**src/rtl/marmot_wb_mailbox.sv**
```systemverilog
//------------------------------------------------------------------------------
// Module      : marmot_wb_mailbox
// Description : Wishbone-slave mailbox between the management SoC and the core.
//               Two DEPTH-entry word FIFOs (M2C, C2M), sticky OVF/UDF flags,
//               and a level interrupt.
// Revision    : 1.0 - initial release
//------------------------------------------------------------------------------
`default_nettype none

module marmot_wb_mailbox #(
  parameter int          DEPTH     = 4,
  parameter logic [31:0] BASE_ADDR = 32'h3000_0000
) (
  input  logic        clk,
  input  logic        rst_n,
  input  logic        wbs_stb_i,
  input  logic        wbs_cyc_i,
  input  logic        wbs_we_i,
  input  logic [3:0]  wbs_sel_i,
  input  logic [31:0] wbs_adr_i,
  input  logic [31:0] wbs_dat_i,
  output logic        wbs_ack_o,
  output logic [31:0] wbs_dat_o,
  output logic        m2c_valid,
  output logic [31:0] m2c_data,
  input  logic        m2c_ready,
  input  logic        c2m_valid,
  input  logic [31:0] c2m_data,
  output logic        c2m_ready,
  output logic        irq_o
);

  localparam int AW = $clog2(DEPTH);
  localparam int CW = AW + 1;
  localparam logic [CW-1:0] FULL_CNT = CW'(DEPTH);

  // Register offsets within the 16-byte window (word index adr[3:2])
  localparam logic [1:0] REG_M2CDATA = 2'd0;
  localparam logic [1:0] REG_C2MDATA = 2'd1;
  localparam logic [1:0] REG_STATUS  = 2'd2;
  localparam logic [1:0] REG_IRQ_EN  = 2'd3;

  logic [31:0]   m2c_mem_q [DEPTH];
  logic [31:0]   c2m_mem_q [DEPTH];
  logic [AW-1:0] m2c_wr_q, m2c_wr_d, m2c_rd_q, m2c_rd_d;
  logic [AW-1:0] c2m_wr_q, c2m_wr_d, c2m_rd_q, c2m_rd_d;
  logic [CW-1:0] m2c_cnt_q, m2c_cnt_d, c2m_cnt_q, c2m_cnt_d;
  logic          ovf_q, ovf_d, udf_q, udf_d;
  logic [1:0]    irq_en_q, irq_en_d;
  logic          ack_q, ack_d;
  logic [31:0]   dat_q, dat_d;
  logic          irq_q, irq_d;

  logic        w_accept, w_hit;
  logic [1:0]  w_reg;
  logic        w_m2c_full, w_m2c_empty, w_c2m_full, w_c2m_empty;
  logic        w_m2c_wr, w_m2c_push, w_m2c_pop;
  logic        w_c2m_rd, w_c2m_push, w_c2m_pop;
  logic        w_w1c;
  logic [31:0] w_status, w_rdata;

  // Byte lanes and the sub-word address bits play no role: every access is a full word
  logic unused_bits;
  assign unused_bits = ^{wbs_sel_i, wbs_adr_i[1:0]};

  assign w_accept    = wbs_stb_i & wbs_cyc_i & ~ack_q;
  assign w_hit       = (wbs_adr_i[31:4] == BASE_ADDR[31:4]);
  assign w_reg       = wbs_adr_i[3:2];

  // Occupancy flags come from pre-edge counts, so same-cycle push/pop never rescue each other
  assign w_m2c_full  = (m2c_cnt_q == FULL_CNT);
  assign w_m2c_empty = (m2c_cnt_q == '0);
  assign w_c2m_full  = (c2m_cnt_q == FULL_CNT);
  assign w_c2m_empty = (c2m_cnt_q == '0);

  assign w_m2c_wr    = w_accept & w_hit & wbs_we_i & (w_reg == REG_M2CDATA);
  assign w_m2c_push  = w_m2c_wr & ~w_m2c_full;
  assign w_m2c_pop   = ~w_m2c_empty & m2c_ready;

  assign w_c2m_rd    = w_accept & w_hit & ~wbs_we_i & (w_reg == REG_C2MDATA);
  assign w_c2m_pop   = w_c2m_rd & ~w_c2m_empty;
  assign w_c2m_push  = c2m_valid & ~w_c2m_full;

  assign w_w1c       = w_accept & w_hit & wbs_we_i & (w_reg == REG_STATUS);

  assign w_status = {8'h00, 8'(c2m_cnt_q), 8'(m2c_cnt_q), 2'b00,
                     udf_q, ovf_q, w_c2m_empty, w_c2m_full, w_m2c_empty, w_m2c_full};

  // Read-data mux for a hit read; misses and writes return zero
  always_comb begin
    w_rdata = 32'h0;
    if (w_hit && !wbs_we_i) begin
      case (w_reg)
        REG_C2MDATA: w_rdata = w_c2m_empty ? 32'h0 : c2m_mem_q[c2m_rd_q];
        REG_STATUS:  w_rdata = w_status;
        REG_IRQ_EN:  w_rdata = {30'h0, irq_en_q};
        default:     w_rdata = 32'h0;
      endcase
    end
  end

  // Next-state for pointers, counts, flags, bus response and interrupt
  always_comb begin
    m2c_wr_d  = m2c_wr_q;
    m2c_rd_d  = m2c_rd_q;
    m2c_cnt_d = m2c_cnt_q;
    c2m_wr_d  = c2m_wr_q;
    c2m_rd_d  = c2m_rd_q;
    c2m_cnt_d = c2m_cnt_q;
    ovf_d     = ovf_q;
    udf_d     = udf_q;
    irq_en_d  = irq_en_q;

    if (w_m2c_push) m2c_wr_d = m2c_wr_q + AW'(1);
    if (w_m2c_pop)  m2c_rd_d = m2c_rd_q + AW'(1);
    case ({w_m2c_push, w_m2c_pop})
      2'b10:   m2c_cnt_d = m2c_cnt_q + CW'(1);
      2'b01:   m2c_cnt_d = m2c_cnt_q - CW'(1);
      default: m2c_cnt_d = m2c_cnt_q;
    endcase

    if (w_c2m_push) c2m_wr_d = c2m_wr_q + AW'(1);
    if (w_c2m_pop)  c2m_rd_d = c2m_rd_q + AW'(1);
    case ({w_c2m_push, w_c2m_pop})
      2'b10:   c2m_cnt_d = c2m_cnt_q + CW'(1);
      2'b01:   c2m_cnt_d = c2m_cnt_q - CW'(1);
      default: c2m_cnt_d = c2m_cnt_q;
    endcase

    // Clear first so a simultaneous set takes priority
    if (w_w1c && wbs_dat_i[4]) ovf_d = 1'b0;
    if (w_w1c && wbs_dat_i[5]) udf_d = 1'b0;
    if (w_m2c_wr && w_m2c_full)  ovf_d = 1'b1;
    if (w_c2m_rd && w_c2m_empty) udf_d = 1'b1;

    if (w_accept && w_hit && wbs_we_i && (w_reg == REG_IRQ_EN)) irq_en_d = wbs_dat_i[1:0];

    ack_d = w_accept;
    dat_d = (w_accept && !wbs_we_i) ? w_rdata : 32'h0;

    // Evaluated on registered state, so the interrupt follows its cause by one cycle
    irq_d = (irq_en_q[0] & ~w_c2m_empty) | (irq_en_q[1] & (ovf_q | udf_q));
  end

  // State registers; reset discards FIFO contents and any pending acknowledge
  always_ff @(posedge clk or negedge rst_n) begin
    if (!rst_n) begin
      for (int i = 0; i < DEPTH; i++) begin
        m2c_mem_q[i] <= 32'h0;
        c2m_mem_q[i] <= 32'h0;
      end
      m2c_wr_q  <= '0;
      m2c_rd_q  <= '0;
      m2c_cnt_q <= '0;
      c2m_wr_q  <= '0;
      c2m_rd_q  <= '0;
      c2m_cnt_q <= '0;
      ovf_q     <= 1'b0;
      udf_q     <= 1'b0;
      irq_en_q  <= 2'b00;
      ack_q     <= 1'b0;
      dat_q     <= 32'h0;
      irq_q     <= 1'b0;
    end else begin
      if (w_m2c_push) m2c_mem_q[m2c_wr_q] <= wbs_dat_i;
      if (w_c2m_push) c2m_mem_q[c2m_wr_q] <= c2m_data;
      m2c_wr_q  <= m2c_wr_d;
      m2c_rd_q  <= m2c_rd_d;
      m2c_cnt_q <= m2c_cnt_d;
      c2m_wr_q  <= c2m_wr_d;
      c2m_rd_q  <= c2m_rd_d;
      c2m_cnt_q <= c2m_cnt_d;
      ovf_q     <= ovf_d;
      udf_q     <= udf_d;
      irq_en_q  <= irq_en_d;
      ack_q     <= ack_d;
      dat_q     <= dat_d;
      irq_q     <= irq_d;
    end
  end

  assign wbs_ack_o = ack_q;
  assign wbs_dat_o = dat_q;
  assign m2c_valid = ~w_m2c_empty;
  assign m2c_data  = w_m2c_empty ? 32'h0 : m2c_mem_q[m2c_rd_q];
  assign c2m_ready = ~w_c2m_full;
  assign irq_o     = irq_q;

endmodule

`default_nettype wire

```
**config.mk**
```make
export PLATFORM = sky130hd
export DESIGN_NAME = marmot_wb_mailbox
export DESIGN_NICKNAME = d
export VERILOG_FILES = /design/src/rtl/marmot_wb_mailbox.sv
export SDC_FILE = /design/constraint.sdc
export NUM_CORES = 1
export LEC_CHECK = 0
export ABC_AREA = 1
export CORE_UTILIZATION = 48
export CTS_BUF_LIST = sky130_fd_sc_hd__clkbuf_2 sky130_fd_sc_hd__clkbuf_4 sky130_fd_sc_hd__clkbuf_8
export CTS_CLUSTER_SIZE = 10
export DETAILED_ROUTE_END_ITERATION = 8
export GPL_ROUTABILITY_DRIVEN = 0
export HOLD_SLACK_MARGIN = 0.08
export PLACE_DENSITY = 0.72
export SYNTH_ARGS = -nofsm -noshare
export SYNTH_HDL_FRONTEND = slang
export SYNTH_SLANG_ARGS = --single-unit
```
**constraint.sdc**
```tcl
create_clock -name clk -period 2.35 [get_ports clk]
set_input_delay 0.3525 -clock clk [delete_from_list [all_inputs] [get_ports clk]]
set_output_delay 0.3525 -clock clk [all_outputs]
set_load 0.02 [all_outputs]
```
# Yosys cells after proc, flatten, opt, wreduce, memory -nomap -nowiden
# Index checks and enable logic that the tools add are counted.
classes:
  n_addsub: 8
  multipliers: 0
  div_mod_pow: 0
  order_cmp: 6
  eq_ne: 10
  n_shift: 0
  n_mux: 23
  bitwise: 26
  reduce_logical: 19
op_table:
  columns: ["op", "count"]
  rows:
  - ["32-bit 2-to-1 mux", 10]
  - ["128-bit bitwise mux", 2]
  - ["32-bit binary-select mux with 2-bit select", 2]
  - ["32-bit demux with 2-bit select", 2]
  - ["32-bit case mux with 3 select lines", 1]
  - ["28-bit by 26-bit equality test with 1-bit output (second input constant)", 1]
  - ["1-bit bitwise AND", 14]
  - ["3-bit greater-or-equal comparator (second input constant)", 4]
  - ["2-bit inverter with 3-bit output", 4]
  - ["3-bit case mux with 2 select lines", 2]
  - ["1-bit logical AND", 11]
  - ["2-bit by 1-bit adder with 2-bit output (second input constant)", 4]
  - ["2-bit equality test (second input constant)", 4]
  - ["2-bit nonzero test", 4]
  - ["3-bit by 1-bit adder with 3-bit output (second input constant)", 2]
  - ["2-bit by 1-bit equality test with 1-bit output (second input constant)", 3]
  - ["3-bit equality test (second input constant)", 2]
  - ["3-bit zero test", 2]
  - ["3-bit by 1-bit less-than comparator with 1-bit output (second input constant)", 2]
  - ["1-bit inverter", 6]
  - ["3-bit by 1-bit subtractor with 3-bit output (second input constant)", 2]
  - ["1-bit 2-to-1 mux", 4]
  - ["2-bit zero test", 1]
  - ["1-bit OR", 2]
  - ["1-bit zero test", 1]
word_totals:
  register_bits: 308
  latchBits: 0
  ramBits: 0
  romBits: 0
  input_bits: 107
  output_inout_bits: 68
  wordCells: 112
  mem_count: 0

# Logic depth before layout (Yosys ltp)
# Gate-level depths: netlist of the first run.
depth:
  word_depth: 8
  ltp_mapped: 15
  depth_no_buf: 14

# Worst setup path after synthesis of the first run
# No wires, ideal clock.
synth_path:
  path_kind: "reg2reg"
  start: "register ack_q (netlist: wbs_ack_o)"
  end: "register c2m_cnt_q[2]"
  setup_time_ns: 0.131
  arrival_ns: 2.261
  setup_slack_ns: -0.042
  stages_incl_launch_ff: 13
  path_buffers: 1
  cell_sequence: "dfrtp_1 nor2_1 nand2_1 nor2_1 nand3_1 clkbuf_1 inv_1 ha_1 inv_1 fa_1 a21oi_1 o21ai_0 xor2_1"
synth_via:
  elab_chain_cells: 8
  elab_cells_between_ends: 10
synth_rtl:
  columns: ["element", "line", "text"]
  rows:
  - ["start, declared", "50", "logic ack_q, ack_d;"]
  - ["start signal, assigned", "176", "ack_q <= ack_d;"]
  - ["1-bit inverter *", "66", "assign w_accept = wbs_stb_i & wbs_cyc_i & ~ack_q;"]
  - ["1-bit bitwise AND *", "66", null]
  - ["1-bit bitwise AND * (3 in a row)", "80", "assign w_c2m_rd = w_accept & w_hit & ~wbs_we_i & (w_reg == REG_C2MDATA);"]
  - ["1-bit bitwise AND *", "81", "assign w_c2m_pop = w_c2m_rd & ~w_c2m_empty;"]
  - ["via w_c2m_pop", "58", "logic w_c2m_rd, w_c2m_push, w_c2m_pop;"]
  - ["2-bit by 1-bit equality test with 1-bit output / 2-bit equality test (equally long branches)", "124", "case ({w_c2m_push, w_c2m_pop})"]
  - ["3-bit case mux with 2 select lines / 2-bit nonzero test (equally long branches)", null, null]
  - ["end signal, assigned", "172", "c2m_cnt_q <= c2m_cnt_d;"]
  - ["end, declared", "47", "logic [CW-1:0] m2c_cnt_q, m2c_cnt_d, c2m_cnt_q, c2m_cnt_d;"]
# Mark *: on every way through the listed nets, which the timed path passes. The rest lies on a longest branch.
# A chain may end at the register's enable or synchronous reset.

# Worst setup path after layout of the first run
layout_path:
  start: "register m2c_rd_q[0]"
  end: "output port m2c_data[4]"
layout_via:
  elab_chain_cells: 5
layout_rtl:
  columns: ["element", "line", "text"]
  rows:
  - ["start, declared", "45", "logic [AW-1:0] m2c_wr_q, m2c_wr_d, m2c_rd_q, m2c_rd_d;"]
  - ["start signal, assigned", "168", "m2c_rd_q <= m2c_rd_d;"]
  - ["2-bit inverter with 3-bit output (not written as such)", "185", "assign m2c_data = w_m2c_empty ? 32'h0 : m2c_mem_q[m2c_rd_q];"]
  - ["32-bit binary-select mux with 2-bit select", "185", null]
  - ["32-bit 2-to-1 mux (not written as such) (2 in a row)", "185", null]
  - ["32-bit 2-to-1 mux", "185", null]
  - ["end, declared", "25", "output logic [31:0] m2c_data,"]
# No other way between the ends. The select of a mux whose other input is x is not followed.

==> impl_metrics.json, run 1 <==
{
  "r2r_end": "c2m_cnt_q[2]",
  "drv_slew": 0,
  "preCtsSetupSlack_ns": -0.3647,
  "design_area_um2": 18460,
  "hpwlAfterDp_mm": 24.02,
  "internal-power_uw": 9853,
  "swShare_pct": 32.34,
  "grt_usage_pct": 24.84,
  "htree_levels": 2,
  "nNetsFinal": 2003,
  "vias": 12460,
  "yosys_warnings": 0,
  "antenna_found_initial": 1,
  "ant_nets": 0,
  "die_height_um": 178.4,
  "fp.dieW_um": 178.4,
  "grt_pass1_vias": 12040,
  "synth_compound_area_share_pct": 19.95,
  "grt_max_degree": 78,
  "yosysTopAreaCell": "dfrtp_1",
  "status": "complete, no violations",
  "syn_avg_cell_area_um2": 8.728,
  "drive_gt1_share_pct": 14.06,
  "ctsRootBufferMaster": "clkbuf_8",
  "synthMuxAreaShare_pct": 5.052,
  "leakagePower_uw": 0.008616,
  "synth.area.top_cells": "dfrtp_1 (52%), a21oi_1 (6.7%), o21ai_0 (6.5%), o21bai_1 (6.4%), inv_1 (5.8%)",
  "ff2ff_path_depth": 11,
  "layout_common_cells": "dfrtp_1 (304), inv_1 (228), nand2_1 (225), a21oi_1 (190), o21ai_0 (189)",
  "synthSimpleGateAreaFrac_pct": 12.38,
  "worst_pin_slew_ns": 0.7280,
  "post_drt_wl_per_cell_um": 16.75,
  "die_area_um2": 31820,
  "rows": 64,
  "first_iter_violations": 1049,
  "synth.distinct_cells": 31,
  "p_sw_uw": 4709,
  "io_buffers": 168,
  "coreArea_um2": 30590,
  "cts_tree": "built",
  "power.density_nw_per_um2": 788.7,
  "critPathRequiredTime_ns": 2.00,
  "yosys.area_share.adder_pct": 1.106,
  "numClockSinks": 308,
  "synth_top_area_share_pct": 51.61,
  "yosys_register_bits": 308,
  "grt_first_pass_wirelength_mm": 62.62,
  "seq_power_share_pct": 38.2,
  "power_frac_comb_pct": 27.1,
  "clk_path_buf_depth": 3,
  "setup_tns_ns": 0,
  "grt_overflow": 0,
  "area_growth_syn_to_layout_pct": 23.63,
  "path_clk_slew_ns": 0.06,
  "vdd_drop_max_mv": 0.4433,
  "netlist_area_um2": 14930,
  "synth_cells": 1711,
  "timing.slew.headroom_pct": 51.41,
  "worst_skew_pair.late_latency_ns": 0.60,
  "rsz0062_at_grt": "yes",
  "vias_per_cell": 5.375,
  "syn_nets": 1830,
  "drcViolationCount": 0,
  "layout_commonest_cell": "dfrtp_1",
  "criticalPathCategory": "reg -> out",
  "wirelength_mm": 38.83,
  "period_share_pct": 98.72,
  "rr_startpoint": "wbs_ack_o",
  "setup_ws_ns": 0.03011,
  "cts_inserted_buffers": 52,
  "placed_area_um2": 17370,
  "setup_viol": 0,
  "final_hold_viol_count": 0,
  "r2r_slack_ns": 0.22,
  "skew_ns": 0.04575,
  "synth_top_family_by_area": "compound AO/OA/AOI/OAI gates",
  "initial_core_util_pct": 48.82,
  "dr.pass1.iters": 5,
  "max_freq_ghz": 0.4311,
  "cp.arrival_ns": 1.97,
  "cp-end-kind": "output pin",
  "critPathMaxFanout": 40,
  "yosysSeqAreaShare_pct": 51.61,
  "cp-start-kind": "register",
  "hold_path_class": "in -> async",
  "pin_count": 175,
  "period_minus_slack_ns": 2.320,
  "maxCapViolCount": 0,
  "clkPwrFrac_pct": 34.7,
  "synthXorXnorAreaFrac_pct": 0.4692
}
logic make-up (layout without fill, tap and decap cells):
kind of cell / after synthesis / count (layout)
flops: 308 / 308
fa+ha+maj: 12 / 12
xor+xnor: 8 / 8
mux: 67 / 67
buf+inv: 354 / 564
other cells: 0 / 1
simple gates: 433 / 433
compound gates: 529 / 529
layout make-up:
cell class,instances,area (um2)
Clock buffer,85,1039
Antenna cell,1,2.502
Sequential cell,308,7712
Multi-Input combinational cell,1049,5887
Tap cell,396,495.5
Fill cell,2636,12130
Inverter,231,872.1
Timing Repair Buffer,242,2387
Clock inverter,6,67.56
metrics by stage:
step,utilization [%],total power (uW),hold slack (ns),cells
final,60.36,14560,0.3073,2318
after global routing,60.35,15270,0.3123,2317
after CTS,60.18,14520,0.3067,2315
after detailed placement,56.79,9705,0.3245,2223
after global placement,56.79,9661,0.3284,2223
after floorplan,-,7635,0.05691,1711
registers in the layout (all words and copies together) (netlist names):
| signal | cells |
|---|---|
| c2m_mem_q | 128 |
| m2c_mem_q | 128 |
| wbs_dat_o | 32 |
| c2m_cnt_q | 3 |
| m2c_cnt_q | 3 |
| c2m_rd_q | 2 |
| c2m_wr_q | 2 |
| irq_en_q | 2 |
| m2c_rd_q | 2 |
| m2c_wr_q | 2 |
| irq_o | 1 |
| ovf_q | 1 |
| udf_q | 1 |
| wbs_ack_o | 1 |
worst max path at each step:
stage | start | depth (start not counted) | end | slack, ns
after detailed placement | wbs_adr_i[31] | 13 | c2m_cnt_q[2] | -0.36
after global routing | m2c_rd_q[0] | 6 | m2c_data[10] | -0.07
after CTS | m2c_rd_q[0] | 6 | m2c_data[4] | -0.005
after floorplan | wbs_adr_i[25] | 14 | c2m_cnt_q[2] | 0.03
final | m2c_rd_q[0] | 6 | m2c_data[4] | 0.03
after global placement | wbs_adr_i[7] | 13 | c2m_cnt_q[2] | -0.29
layer usage:
| metal | track usage (%) | wire, um |
|---|---|---|
| met1 | 34.09 | 17010 |
| met2 | 39.97 | 18230 |
| met3 | 4.731 | 2765 |
| met4 | 7.274 | 824 |
| met5 | 0 | 0 |
power by group through the flow:
stage	Clock (uW)	Sequential, uW	Combinational (uW)
6_report	5060	5560	3940
5_1_grt	5400	5570	4300
3_5_place_dp	0	5650	4060
2_1_floorplan	0	5590	2040
4_1_cts	5150	5560	3810
3_3_place_gp	0	5640	4020
synth_stat cells:
| library cell | n |
|---|---|
| dfrtp_1 | 308 |
| inv_1 | 230 |
| nand2_1 | 226 |
| a21oi_1 | 201 |
| o21ai_0 | 195 |
| nand3_1 | 133 |
| o21bai_1 | 128 |
| clkbuf_1 | 71 |
| nor2_1 | 56 |
| mux2_2 | 45 |
| buf_2 | 25 |
| mux2_1 | 22 |
| buf_1 | 14 |
| buf_4 | 13 |
| ha_1 | 10 |
| nand4_1 | 7 |
| xor2_1 | 6 |
| nor2_2 | 4 |
| a211oi_1 | 3 |
| fa_1 | 2 |
| xnor2_1 | 2 |
| and2_1 | 1 |
| clkinv_1 | 1 |
| nand2_2 | 1 |
| nand3_2 | 1 |
| nand3b_1 | 1 |
| nor2_4 | 1 |
| nor3_1 | 1 |
| nor3_2 | 1 |
| o21a_1 | 1 |
| o22ai_1 | 1 |
critical path, stage by stage (launching register included):
cell and delay, ns:
dfrtp_2 0.45, clkinv_4 0.10, buf_12 0.18, a21oi_1 0.15, o21ai_1 0.10, a21oi_2 0.21, buf_4 0.18
timing repair:
action / in CTS / in global routing
pin swaps: 5 / 11
setup endpoints to repair: 34 / 26
gates resized for setup: 141 / 35
buffers inserted: 0 / 2
hold endpoints to repair: 48 / 0
hold buffers: 1 / 0
Power figures use the tool's default switching activity.
==> run 2, diff against run 1 <==
--- a/config.mk
+++ b/config.mk
@@ -6,6 +6,7 @@
 export NUM_CORES = 1
 export LEC_CHECK = 0
 export ABC_AREA = 1
+export CAP_MARGIN = 20
 export CORE_UTILIZATION = 48
 export CTS_BUF_LIST = sky130_fd_sc_hd__clkbuf_2 sky130_fd_sc_hd__clkbuf_4 sky130_fd_sc_hd__clkbuf_8
 export CTS_CLUSTER_SIZE = 10
==> results of run 2 <==
No change in the layout: final DEF, timing and power equal those of run 1.
==> patch: new RTL, flow settings as in run 2 <==
Take the reset off `dat_q` and load it in a clocked block of its own.
--- a/src/rtl/marmot_wb_mailbox.sv
+++ b/src/rtl/marmot_wb_mailbox.sv
@@ -160,5 +160,4 @@
       irq_en_q  <= 2'b00;
       ack_q     <= 1'b0;
-      dat_q     <= 32'h0;
       irq_q     <= 1'b0;
     end else begin
@@ -175,7 +174,10 @@
       irq_en_q  <= irq_en_d;
       ack_q     <= ack_d;
-      dat_q     <= dat_d;
       irq_q     <= irq_d;
     end
+  end
+
+  always_ff @(posedge clk) begin
+    dat_q <= dat_d;
   end
 
Function: changed (Yosys sat finds a counterexample within 4 cycles, from zero or initial values and one cycle with rst_n low).
==> patch against run 2 <==
Power up 26%. Setup slack worse by 0.0011 ns. Count of clock-buffer cells in the layout up 6. Design area down 0.37%. Maximum frequency about the same. Sequential cell count unchanged. Critical endpoint is now m2c_data[5]. Critical path type unchanged. Synthesized area down 0.16%. Routed wire length down 1.1%. Clock skew down 0.025 ns. Largest cell class unchanged.
==> patch: results (changes against run 2) <==
layout cell share with drive strength beyond 1: 14.9% (+0.86 points)
setup bufs post-CTS: 2 (+2)
Placed Area: 0.0173 mm2 (-0.57%)
initial antenna violation count: 0 (-1)
Detail Placement HPWL: 23400 um (-2.7%)
largest delay contributor family on the critical path: compound AO/OA/AOI/OAI gates
Worst VDD drop: 560 uV (+26%)
Commonest cells post-synth: dfrtp_1 (276), nand2_1 (218), inv_1 (207)
first-pass GRT wire length: 62300 um (-0.56%)
total clock network power: 5180 uW (+2%)
post-synthesis mux area share: 7.25% (+2.2 points)
global-route usage over all layers: 24.5% (-0.33 points)
Seq/Total Area, Yosys: 50.6% (-0.99 points)
largest cells by area after synthesis: dfrtp_1 (46%), o21bai_1 (6.4%), o21ai_0 (6.1%)
combinational power: 6020 uW (+53%)
via count: 12292 (-1.3%)
Num CTS Buffers: 54 (+3.8%)
final-stage net count: 1990 (-0.65%)
met3 WL post-DR: 2450 um (-11%)
Met1 Wirelength: 16500 um (-2.9%)
met3 Resource Use GR: 4.16% (-0.58 points)
Routed WL per cell: 16.6 um (-0.65%)
post-synth net total: 1817 (-0.71%)
Yosys cell types: 32 (+3.2%)
Pleak: 0.00813 uW (-5.6%)
Fill cells: 2639 (+0.11%)
Post-synth ARST share: 89.6% (-10 points)
worst reg-to-reg setup slack: 0.20 ns (-0.02 ns)
outcome: complete, no violations
CP Max Fanout: 20 (-50%)
M1 GR Usage: 32.0% (-2.1 points)
met2 Usage GRT: 41.0% (+1.0 points)
PostCTS Resize Cnt: 99 (-30%)
critical path endpoint: m2c_data[5]
Post-Synth Adder-Cell Area: 1.11% (+0.0018 points)
drt initial violations: 1156 (+10%)
clock latency on the worst-skew pair: 0.58 ns (-0.02 ns)
==> patch: cell types whose count changed in the layout (fill, tap and decap cells not counted), sizes merged, moves of 11 or more <==
cell and delta:
inv -22, a21oi -68, dfxtp +32, dfrtp -32
buf -11, mux2 +29, nor2 +64
==> patch: per-stage QoR <==
step	instances	worst slack, ns	total power [uW]	TNS (ns)
2_1_floorplan	1698	-0.0515	10700	-0.0515
3_3_place_gp	2207	-0.203	13100	-0.979
3_5_place_dp	2207	-0.297	13400	-4.14
4_1_cts	2306	-0.0773	18400	-0.0773
5_1_grt	2307	-0.0431	19400	-0.0875
6_report	2308	0.0290	18300	0
==> patch: area by class of cell <==
cell class	instances	area (um2)	area share [%]
diodes	1	2.50	0.0136
multi-input cells	1063	6070	33.0
clock buffers	91	1100	5.99
repair buffers	235	2340	12.7
inverters	209	787	4.28
well taps	396	495	2.69
flip-flops and latches	308	7550	41.1
clock inverters	5	52.6	0.286
